## config.mk

```make
export PLATFORM = sky130hd
export DESIGN_NAME = hazard_scoreboard
export DESIGN_NICKNAME = d
export VERILOG_FILES = /design/src/rtl/hazard_pkg.sv /design/src/rtl/hazard_sb_entry.sv /design/src/rtl/hazard_scoreboard.sv
export SDC_FILE = /design/constraint.sdc
export NUM_CORES = 1
export LEC_CHECK = 0
export BUFFER_PORTS_ARGS = -buffer_cell sky130_fd_sc_hd__buf_2
export CAP_MARGIN = 40
export CORE_MARGIN = 1.5
export CORE_UTILIZATION = 25
export DETAILED_ROUTE_END_ITERATION = 8
export SLEW_MARGIN = 25
export SYNTH_ARGS = -nofsm -noshare
export SYNTH_HDL_FRONTEND = slang
export SYNTH_SLANG_ARGS = --single-unit
```

## constraint.sdc

```tcl
create_clock -name clk -period 2.7 [get_ports clk]
set_input_delay 0.54 -clock clk [delete_from_list [all_inputs] [get_ports clk]]
set_output_delay 0.54 -clock clk [all_outputs]
set_load 0.03 [all_outputs]
```

## src/rtl/hazard_pkg.sv

```systemverilog
// Shared types and helpers for the load-use hazard / halt controller.
// The HAZARD_ZERO_REG_EN macro, when defined, makes register 0 a hardwired zero
// that never creates a hazard.
package hazard_pkg;

  typedef enum logic [0:0] {
    RUN  = 1'b0,
    HALT = 1'b1
  } state_e;

  localparam logic [3:0] HLT_OP_DEF = 4'hF;

  // Ceiling log2. Returns 0 for v <= 1; callers clamp to a minimum width.
  function automatic int clog2(input int v);
    int r;
    int x;
    r = 0;
    x = v - 1;
    while (x > 0) begin
      r++;
      x = x >> 1;
    end
    return r;
  endfunction

endpackage

```

## src/rtl/hazard_sb_entry.sv

```systemverilog
// One scoreboard slot: countdown of the cycles a load result is still unavailable.
module hazard_sb_entry
  import hazard_pkg::*;
#(
  parameter int CW = 1
) (
  input  logic          clk,
  input  logic          rst_n,
  input  logic          set,
  input  logic [CW-1:0] load_val,
  output logic          busy
);

  logic [CW-1:0] cnt;

  // A new load wins over the running countdown of an older one.
  always_ff @(posedge clk or negedge rst_n) begin
    if (!rst_n)          cnt <= '0;
    else if (set)        cnt <= load_val;
    else if (cnt != '0)  cnt <= cnt - 1'b1;
  end

  assign busy = (cnt != '0);

endmodule

```

## src/rtl/hazard_scoreboard.sv

```systemverilog
// ID-stage load-use hazard detection, halt FSM and stall performance counter.
// Optional feature: HAZARD_ZERO_REG_EN (register 0 hardwired to zero).
module hazard_scoreboard
  import hazard_pkg::*;
#(
  parameter int              REG_W    = 4,
  parameter int              OP_W     = 4,
  parameter logic [OP_W-1:0] HLT_OP   = OP_W'(HLT_OP_DEF),
  parameter int              LOAD_LAT = 1,
  parameter int              CNT_W    = 16
) (
  input  logic             clk,
  input  logic             rst_n,
  input  logic [OP_W-1:0]  opcode,
  input  logic [REG_W-1:0] if_id_rs,
  input  logic [REG_W-1:0] if_id_rt,
  input  logic [REG_W-1:0] id_ex_rt,
  input  logic             id_ex_mr,
  input  logic             id_ex_valid,
  input  logic             flush,
  input  logic             resume,
  output logic             pc_write,
  output logic             if_id_write,
  output logic             stall,
  output logic             halted,
  output logic [CNT_W-1:0] stall_cnt
);

  localparam int DEPTH = 2 ** REG_W;
  // LOAD_LAT=0 would give a zero-width counter; one bit is kept and never set nonzero.
  localparam int SB_W  = (clog2(LOAD_LAT + 1) < 1) ? 1 : clog2(LOAD_LAT + 1);
  localparam logic [SB_W-1:0] LAT_V = SB_W'(LOAD_LAT);

`ifdef HAZARD_ZERO_REG_EN
  localparam bit ZERO_REG = 1'b1;
`else
  localparam bit ZERO_REG = 1'b0;
`endif

  state_e           state;
  logic [DEPTH-1:0] set_vec;
  logic [DEPTH-1:0] busy;
  logic             rs_ok;
  logic             rt_ok;
  logic             ld_ok;
  logic             is_load;
  logic             hz_load;
  logic             hz_sb;
  logic             is_hlt;
  logic             detect;

  // r0 sources and destinations drop out of hazard tracking when it is hardwired zero.
  assign rs_ok   = !ZERO_REG || (if_id_rs != '0);
  assign rt_ok   = !ZERO_REG || (if_id_rt != '0);
  assign ld_ok   = !ZERO_REG || (id_ex_rt != '0);
  assign is_load = id_ex_valid && id_ex_mr;

  genvar i;
  generate
    for (i = 0; i < DEPTH; i++) begin : g_sb
      assign set_vec[i] = is_load && ld_ok && (id_ex_rt == REG_W'(i));
      hazard_sb_entry #(.CW(SB_W)) u_entry (
        .clk      (clk),
        .rst_n    (rst_n),
        .set      (set_vec[i]),
        .load_val (LAT_V),
        .busy     (busy[i])
      );
    end
  endgenerate

  assign hz_load = is_load && ((rs_ok && (id_ex_rt == if_id_rs)) ||
                               (rt_ok && (id_ex_rt == if_id_rt)));
  assign hz_sb   = (rs_ok && busy[if_id_rs]) || (rt_ok && busy[if_id_rt]);
  assign is_hlt  = (opcode == HLT_OP);

  // Flush outranks every stall source: a wrong-path instruction must never hold the pipe.
  always_comb begin
    detect = is_hlt || hz_load || hz_sb;
    if (state == HALT) detect = 1'b1;
  end

  assign stall       = detect && !flush;
  assign pc_write    = !stall;
  assign if_id_write = !stall;
  assign halted      = (state == HALT);

  // Run/halt FSM; once in HALT only resume leaves, flush has no effect.
  always_ff @(posedge clk or negedge rst_n) begin
    if (!rst_n) begin
      state <= RUN;
    end else begin
      case (state)
        RUN:     if (is_hlt && !flush) state <= HALT;
        HALT:    if (resume)           state <= RUN;
        default:                       state <= RUN;
      endcase
    end
  end

  // Saturating stall-cycle counter.
  always_ff @(posedge clk or negedge rst_n) begin
    if (!rst_n)                          stall_cnt <= '0;
    else if (stall && stall_cnt != '1)   stall_cnt <= stall_cnt + 1'b1;
  end

endmodule
```

==> key figures, run 1 <==
Cells and area
  • P&R area growth vs syn: 26.2%
  • Layout cells sized above 1: 0.343
  • Nets: 228
  • Diodes inserted: 0

Clock tree
  • Hold Buf Count CTS: 0
  • Cts bufs inserted: 5
  • Clock Sinks: 33
  • CTS Root Cell: clkbuf_8
  • Maximum clock path buffer count: 2
  • Worst skew pair latency: 0.27 ns
  • CTS tree: yes
  • H-Tree Depth: 2
  • Clock transition at path regs: 0.06 ns

Logic synthesis
  • Fraction of registers with async set or reset after synthesis: 1.00
  • Synthesized flop and latch total: 33
  • Top_reg_cell synth: dfrtp_1
  • Post-synth EDFFs: 0
  • Post-synth top cells: dfrtp_1 (33), nor2_1 (19), xor2_1 (16)
  • Avg Inst Size Synth: 11.5 um2
  • Ys Warns: 0
  • Post-Synthesis Cells: 156
  • Area contributors post-synth: dfrtp_1 (46%), xor2_1 (7.8%), mux4_2 (5.0%)
  • Post-synthesis net count: 179
  • Cell taking the most area after synthesis: dfrtp_1
  • Sequential area share after synthesis: 0.462
  • Synthesized area: 0.00179 mm2
  • Yosys top cell area share: 0.462
  • Most frequent cell after synthesis: dfrtp_1
  • Netlist cell types: 43

Critical path
  • Reg2reg setup slack: 0.31 ns
  • Critical path buffer and inverter count: 3
  • Crit. Startpoint: if_id_rs[1]
  • Worst R2R Path Depth: 9
  • Critical Path Stages: 7
  • Worst-path fanout max: 4
  • CP cell instances: buf_4, mux4_2, o211a_1, nor4_4, nor2_4, inv_4, buf_6
  • CP Capture Type: output pin
  • Slowest cell on the critical path: mux4_2
  • R2R Path Start: g_sb[5].u_entry.busy
  • Startpoint Class: input pin
  • Worst setup path class: input pin to output pin
  • Setup crit end: pc_write
  • Worst Path Required: 2.16 ns
  • Reg-to-Reg End: stall_cnt[1]
  • Arrival @ worst endpoint: 2.07 ns
  • Crit-path leading delay family: multiplexers
  • Slowest stage delay, CP: 0.49 ns

Drt
  • Post-route ant nets: 0
  • TritonRoute pass-1 iters: 4
  • Routed via count: 1386
  • Wirelength, routed: 4060 um
  • DR iter-0 viols: 65
  • Vias per cell: 4.62
  • Drc violations: 0
  • Post-DR wirelength/cell: 13.5 um

STA
  • Slew @ Worst Pin: 0.458 ns
  • Period utilization: 0.966
  • Min cycle time layout: 2.61 ns
  • Slew Limit Fails: 0
  • Hold Vio Cnt, Final: 0
  • Slew HR: 0.692
  • RSZ-0062 raised after global routing: yes
  • PnR worst setup slack: 0.0915 ns
  • Setup TNS: 0 ns
  • Endpoints failing setup: 0
  • Worst Skew: 0.00483 ns
  • Maximum clock frequency: 0.383 GHz

Placed design
  • PortBufs: 41
  • GP Congestion: 0.776
  • Pre-CTS setup slack: -0.0861 ns
  • Hpwl dp: 3120 um

GRT
  • Initial antenna violation count: 0
  • GRT Util Overall: 0.116
  • Vias in the first global route: 1458
  • Grt total ovfl: 0
  • Largest net degree at the start of global routing: 34
  • First-pass GRT wire length: 6730 um

Floorplanning
  • Die Wd: 87.6 um
  • Die Ht: 87.6 um
  • # rows: 30
  • I/O Pins: 42
  • Core footprint: 0.00687 mm2
  • Initial Utilization: 0.260
  • Die ar.: 0.00767 mm2

Pwr
  • Worst IR drop on VDD: 0.000383 V
  • Leak: 0.00107 uW
  • PwrDens: 587 mW/mm2

Worst hold path
  • Min-delay worst type: input pin to asynchronous set/reset pin

Flow run
  • MaxCap Viol Count: 0

Run status
  • Outcome: finished clean
==> sequential cells by signal, summed over array words and instances, names as in the netlist <==
| name | flops |
|---|---|
| g_sb.u_entry.busy | 16 |
| stall_cnt | 16 |
| halted | 1 |
==> worst register-to-register path: stages (launching register included) <==
cell	delay, ns
dfrtp_1	0.39
mux4_2	0.48
nor2b_4	0.14
a211oi_2	0.19
a21oi_2	0.07
nor4_4	0.26
buf_4	0.17
buf_4	0.19
nor3_2	0.09
mux2_4	0.31
==> report_power, final <==
part           internal (uW)  switching [uW]  total (uW)
clock                    169             152         321
combinational            147             240         387
sequential               550            66.1         616
total                    866             459        1320
==> routing by layer <==
layer  vias up  part of all wire  global-route usage
li1        671                 -                   -
met1       668              0.44               0.137
met2        39              0.49               0.194
met3         8             0.047              0.0302
met4         0             0.024              0.0563
met5         -                 0                   0
==> layout make-up <==
cell class / instances / area (um2)
sequential: 33 / 826
clock inverter: 1 / 5.00
fill: 700 / 4610
multi-input combinational: 113 / 918
clock buffer: 5 / 68.8
tap: 96 / 120
timing repair buffer: 50 / 309
inverter: 2 / 10.0
==> stage by stage <==
| stage | power, uW | area (um2) | utilization | std cells | hold slack, ns |
|---|---|---|---|---|---|
| after global routing | 1400 | 2260 | 0.329 | 300 | 0.0707 |
| final | 1320 | 2260 | 0.329 | 300 | 0.0825 |
| after CTS | 1340 | 2230 | 0.324 | 299 | 0.352 |
| after global placement | 996 | 2130 | 0.309 | 292 | 0.471 |
| after floorplan | 872 | 1820 | - | 156 | 0.244 |
| after detailed placement | 998 | 2130 | 0.309 | 292 | 0.479 |
==> placed cells by master, fill, tap and decap left out, drive strengths merged, types with 2 or more instances in the layout <==
| master | synthesis | layout |
|---|---|---|
| and3 | 2 | 2 |
| nor2b | 3 | 3 |
| buf | 6 | 50 |
| clkbuf | 2 | 5 |
| nand2 | 6 | 6 |
| xnor2 | 6 | 6 |
| a41oi | 2 | 2 |
| nor4 | 10 | 10 |
| nand3 | 7 | 7 |
| dfrtp | 33 | 33 |
| nand4 | 4 | 4 |
| nand2b | 2 | 2 |
| mux2i | 3 | 3 |
| xor2 | 16 | 16 |
| nor3 | 8 | 8 |
| mux4 | 7 | 7 |
| or3 | 2 | 2 |
| nor2 | 19 | 19 |
| a211oi | 2 | 2 |
| inv | 2 | 2 |
==> cells by family after synthesis <==
family / after synthesis / share of synthesized area
compound gates: 10 / 0.0455
fa+ha+maj: 1 / 0.00700
mux: 11 / 0.120
simple gates: 69 / 0.224
xor+xnor: 22 / 0.108
buf+inv: 10 / 0.0343
flops: 33 / 0.462
==> what timing repair did <==
item                       in CTS  in global routing
cloned                          0                  0
resized for setup               7                  4
buffers inserted                1                  0
pin swaps                       3                  2
setup endpoints to repair       3                  3
==> worst min path at each step <==
stage	to	slack, ns
finish	g_sb[8].u_entry.busy	0.08
global route	g_sb[11].u_entry.busy	0.07
CTS	stall_cnt[2]	0.35
detailed placement	stall_cnt[3]	0.48
global placement	stall_cnt[10]	0.47
floorplan	g_sb[0].u_entry.busy	0.24
(Power assumes the default switching activity.)
==> run 2, diff against run 1 <==
Settings changed: CORE_MARGIN 1.5 to default.
Clock period 2.7 ns to 2.15 ns, I/O delays scaled along.
==> key figures, run 2 (synthesized netlist as in run 1, its figures left out) <==
Run status
  • Outcome: finished with violations
  • Failing checks: setup timing

Critical path
  • Worst-path fanout max: 3
  • Arrival @ worst endpoint: 2.04 ns
  • Worst Path Required: 1.72 ns
  • Startpoint Class: flop
  • CP Capture Type: output pin
  • Worst setup path class: flop to output pin

STA
  • Maximum clock frequency: 0.405 GHz
  • Slew @ Worst Pin: 0.340 ns
  • PnR worst setup slack: -0.321 ns
  • Slew Limit Fails: 0
  • Endpoints failing setup: 15
  • Period utilization: 1.15
  • Worst Skew: 0.00646 ns
  • Hold Vio Cnt, Final: 0
  • Slew HR: 0.771
  • Min cycle time layout: 2.47 ns
  • RSZ-0062 raised after global routing: yes
  • Worst hold slack: 0.325 ns

GRT
  • Vias in the first global route: 1433
  • Largest net degree at the start of global routing: 34
  • Initial antenna violation count: 0
  • GRT Util Overall: 0.122
  • First-pass GRT wire length: 6890 um
  • Grt total ovfl: 0

Pwr
  • Post-route total power: 1810 uW
  • PwrDens: 743 mW/mm2
  • Leak: 0.00117 uW
  • Worst IR drop on VDD: 0.000272 V

Drt
  • Routed via count: 1430
  • Drc violations: 0
  • Post-route ant nets: 0
  • Vias per cell: 4.50
  • Wirelength, routed: 4220 um
  • TritonRoute pass-1 iters: 4
  • Post-DR wirelength/cell: 13.3 um
  • DR iter-0 viols: 46

Floorplanning
  • I/O Pins: 42
  • Die Wd: 86.6 um
  • Core footprint: 0.00687 mm2
  • Die Ht: 86.6 um
  • Die ar.: 0.00749 mm2
  • # rows: 30
  • Initial Utilization: 0.260

Clock tree
  • Clock transition at path regs: 0.07 ns
  • Worst skew pair latency: 0.28 ns
  • CTS Root Cell: clkbuf_8
  • Maximum clock path buffer count: 2
  • Cts bufs inserted: 5
  • CTS tree: yes
  • H-Tree Depth: 2
  • Clock Sinks: 33

Cells and area
  • Nets: 244
  • Leading cell types in the layout, fill and taps excluded: buf_2 (38), dfrtp_1 (33), buf_4 (22)
  • P&R area growth vs syn: 36.5%
  • Commonest non-fill, non-tap cell in the layout: buf_2
  • Layout cells sized above 1: 0.419
  • Diodes inserted: 0

Placed design
  • GP Congestion: 0.838
  • Hpwl dp: 3100 um
  • PortBufs: 41

Worst hold path
  • Min-delay worst type: input pin to flop

Flow run
  • MaxCap Viol Count: 0
-- run 2: changes by cell type in the layout (fill, tap and decap cells not counted), moves of 2 or more --
| cell | change |
|---|---|
| clkbuf_8 | +2 |
| nor4_2 | +2 |
| nor4_1 | -3 |
| buf_4 | +12 |
| buf_2 | +2 |
-- run 2: final cells by class --
| type | count | area, um2 |
|---|---|---|
| flip-flops and latches | 33 | 826 |
| inverters | 2 | 10.0 |
| multi-input cells | 113 | 953 |
| clock inverters | 1 | 5.00 |
| well taps | 96 | 120 |
| clock buffers | 7 | 96.3 |
| repair buffers | 66 | 430 |
| fillers | 690 | 4430 |
-- run 2: final timing paths --
kind                                        end            startpoint  slack, ns  depth (start not counted)
max                                 if_id_write  g_sb[9].u_entry.busy      -0.32                          7
min                                      halted                resume       0.33                          2
max reg2reg                        stall_cnt[1]  g_sb[9].u_entry.busy      -0.08                          8
min reg2reg                        stall_cnt[3]          stall_cnt[3]       0.48                          1
max in group asynchronous  g_sb[2].u_entry.busy                 rst_n       1.28                          3
min in group asynchronous         stall_cnt[12]                 rst_n       0.49                          2
-- run 2: critical path, cell delays in order, from the launching register on --
cell	delay [ns]
dfrtp_1	0.39
mux4_2	0.45
o211a_1	0.24
nor4_4	0.26
buf_4	0.18
nor2_4	0.05
inv_4	0.06
buf_6	0.12
-- run 2: per-stage QoR --
| stage | util | cells | TNS, ns | area (um2) | worst slack [ns] |
|---|---|---|---|---|---|
| after CTS | 0.346 | 315 | -3.35 | 2370 | -0.438 |
| after global routing | 0.355 | 318 | -3.73 | 2440 | -0.436 |
| final | 0.355 | 318 | -1.55 | 2440 | -0.321 |
| after detailed placement | 0.323 | 303 | -6.49 | 2220 | -0.415 |
| after floorplan | - | 156 | -1.55 | 1820 | -0.484 |
| after global placement | 0.323 | 303 | -6.30 | 2220 | -0.400 |
-- run 2: repair_timing --
action	4_1_cts	5_1_grt
cloned	1	0
pin swaps	5	4
endpoints found under the setup margin	16	19
setup buffers	3	1
endpoints found under the hold margin	0	3
hold buffers	0	1
resized for setup	9	8
-- run 2: metal layers --
metal,GRT usage,part of all wire,routed length (um)
met5,0,0,0
met4,0.0379,0.011,48
met3,0.0343,0.052,221
met2,0.203,0.48,2020
met1,0.152,0.46,1930
-- run 2: power by group --
| part | leakage (uW) | internal, uW | switching, uW |
|---|---|---|---|
| logic | 0.000671 | 214 | 318 |
| clock network | 0.0000542 | 289 | 223 |
| registers | 0.000442 | 690 | 78.5 |
| total | 0.00117 | 1190 | 619 |
==> run 3, diff against run 2 <==
Settings changed: REMOVE_ABC_BUFFERS from default to 1, SETUP_SLACK_MARGIN from default to 0.05.
==> key figures, run 3 (synthesized netlist as in run 1, its figures left out) <==
Run status
  • Outcome: finished with violations
  • Failing checks: setup timing

Drt
  • Vias per cell: 4.54
  • Drc violations: 0
  • DR iter-0 viols: 87
  • Routed via count: 1425
  • Wirelength, routed: 4280 um
  • Post-DR wirelength/cell: 13.6 um
  • TritonRoute pass-1 iters: 4
  • Post-route ant nets: 0

GRT
  • First-pass GRT wire length: 7040 um
  • Largest net degree at the start of global routing: 34
  • GRT Util Overall: 0.125
  • Initial antenna violation count: 0
  • Vias in the first global route: 1422
  • Grt total ovfl: 0

Cells and area
  • Multi-input logic area: 903 um2
  • Storage element area: 826 um2
  • Leading cell types in the layout, fill and taps excluded: buf_2 (37), dfrtp_1 (33), buf_4 (20)
  • Diodes inserted: 0
  • P&R area growth vs syn: 30.6%
  • Nets: 240
  • Layout cells sized above 1: 0.385
  • Commonest non-fill, non-tap cell in the layout: buf_2
  • Fill cells: 707

Worst hold path
  • Hold path start: resume
  • Min-delay worst type: input pin to flop

Clock tree
  • Clock Sinks: 33
  • CTS tree: yes
  • Maximum clock path buffer count: 2
  • Worst skew pair latency: 0.28 ns
  • Clock transition at path regs: 0.07 ns
  • Cts bufs inserted: 5
  • H-Tree Depth: 2
  • CTS Root Cell: clkbuf_8

Floorplanning
  • Core footprint: 0.00687 mm2
  • I/O Pins: 42
  • Initial Utilization: 0.260
  • # rows: 30
  • Die Ht: 86.6 um
  • Die ar.: 0.00749 mm2
  • Die Wd: 86.6 um

Flow run
  • MaxCap Viol Count: 0

Critical path
  • Worst Path Required: 1.72 ns
  • R2R Path Start: g_sb[13].u_entry.busy
  • Arrival @ worst endpoint: 2.13 ns
  • Worst-path fanout max: 3
  • CP Capture Type: output pin
  • Startpoint Class: flop
  • Reg2reg setup slack: -0.16 ns
  • Worst setup path class: flop to output pin
  • Crit. Startpoint: g_sb[13].u_entry.busy

STA
  • Worst hold slack: 0.330 ns
  • Hold Vio Cnt, Final: 0
  • Slew HR: 0.748
  • Slew @ Worst Pin: 0.368 ns
  • RSZ-0062 raised after global routing: yes
  • Maximum clock frequency: 0.391 GHz
  • Period utilization: 1.19
  • Endpoints failing setup: 17
  • PnR worst setup slack: -0.405 ns
  • Worst Skew: 0.00670 ns
  • Slew Limit Fails: 0
  • Min cycle time layout: 2.56 ns

Pwr
  • Post-route total power: 1720 uW
  • Worst IR drop on VDD: 0.000691 V
  • PwrDens: 737 mW/mm2
  • Leak: 0.00111 uW

Placed design
  • Hpwl dp: 3240 um
  • Pre-CTS setup slack: -0.408 ns
  • PortBufs: 41
  • GP Congestion: 0.775
-- run 3: cell types whose count changed in the layout (fill, tap and decap cells not counted), moves of 2 or more --
cell	previous run	this run
buf_4	22	20
buf_6	4	2
clkbuf_8	7	5
nor4_1	5	8
nor4_2	3	1
-- run 3: worst paths after layout --
path / end / cells past startpoint
worst max-delay path: pc_write / 7
worst min-delay path: halted / 2
worst max register to register: stall_cnt[1] / 7
worst min register to register: stall_cnt[3] / 1
max in group asynchronous: stall_cnt[12] / 3
min in group asynchronous: g_sb[13].u_entry.busy / 2
-- run 3: critical path, stage by stage (launching register included) --
cell,delay [ns]
dfrtp_1,0.39
mux4_1,0.52
mux2i_2,0.20
a21oi_2,0.10
nor4_4,0.34
nor2_2,0.09
inv_2,0.08
buf_6,0.13
-- run 3: per-layer routing --
| layer | wire length, um | up-vias | part of all wire | track usage |
|---|---|---|---|---|
| li1 | - | 692 | - | - |
| met1 | 2000 | 692 | 0.47 | 0.160 |
| met2 | 2040 | 35 | 0.48 | 0.202 |
| met3 | 152 | 6 | 0.036 | 0.0295 |
| met4 | 89 | 0 | 0.021 | 0.0530 |
| met5 | 0 | - | 0 | 0 |
-- run 3: through the flow --
| stage | cells | instance area [um2] | util | TNS, ns |
|---|---|---|---|---|
| floorplan | 148 | 1730 | - | -2.40 |
| global placement | 304 | 2200 | 0.321 | -4.53 |
| detailed placement | 304 | 2200 | 0.321 | -5.20 |
| global route | 314 | 2330 | 0.340 | -4.03 |
| CTS | 312 | 2290 | 0.333 | -1.39 |
| finish | 314 | 2330 | 0.340 | -1.84 |
-- run 3: power breakdown --
| group | leakage (uW) | internal, uW | total (uW) | switching [uW] |
|---|---|---|---|---|
| registers | 0.000442 | 690 | 775 | 85.2 |
| clock network | 0.0000450 | 224 | 451 | 226 |
| logic | 0.000619 | 193 | 494 | 300 |
-- run 3: repair_timing --
| action | CTS | global route |
|---|---|---|
| hold buffers | 0 | 1 |
| setup endpoints to repair | 12 | 19 |
| buffers inserted | 1 | 0 |
| gates resized for setup | 2 | 12 |
| pin swaps | 0 | 2 |
| hold endpoints to repair | 0 | 3 |
| cloned | 0 | 0 |
-- run 3: cell type report --
class	count	area share
multi-input cells	113	0.387
flip-flops and latches	33	0.354
repair buffers	62	0.169
well taps	96	0.0514
clock buffers	6	0.0311
clock inverters	2	0.00429
inverters	2	0.00322
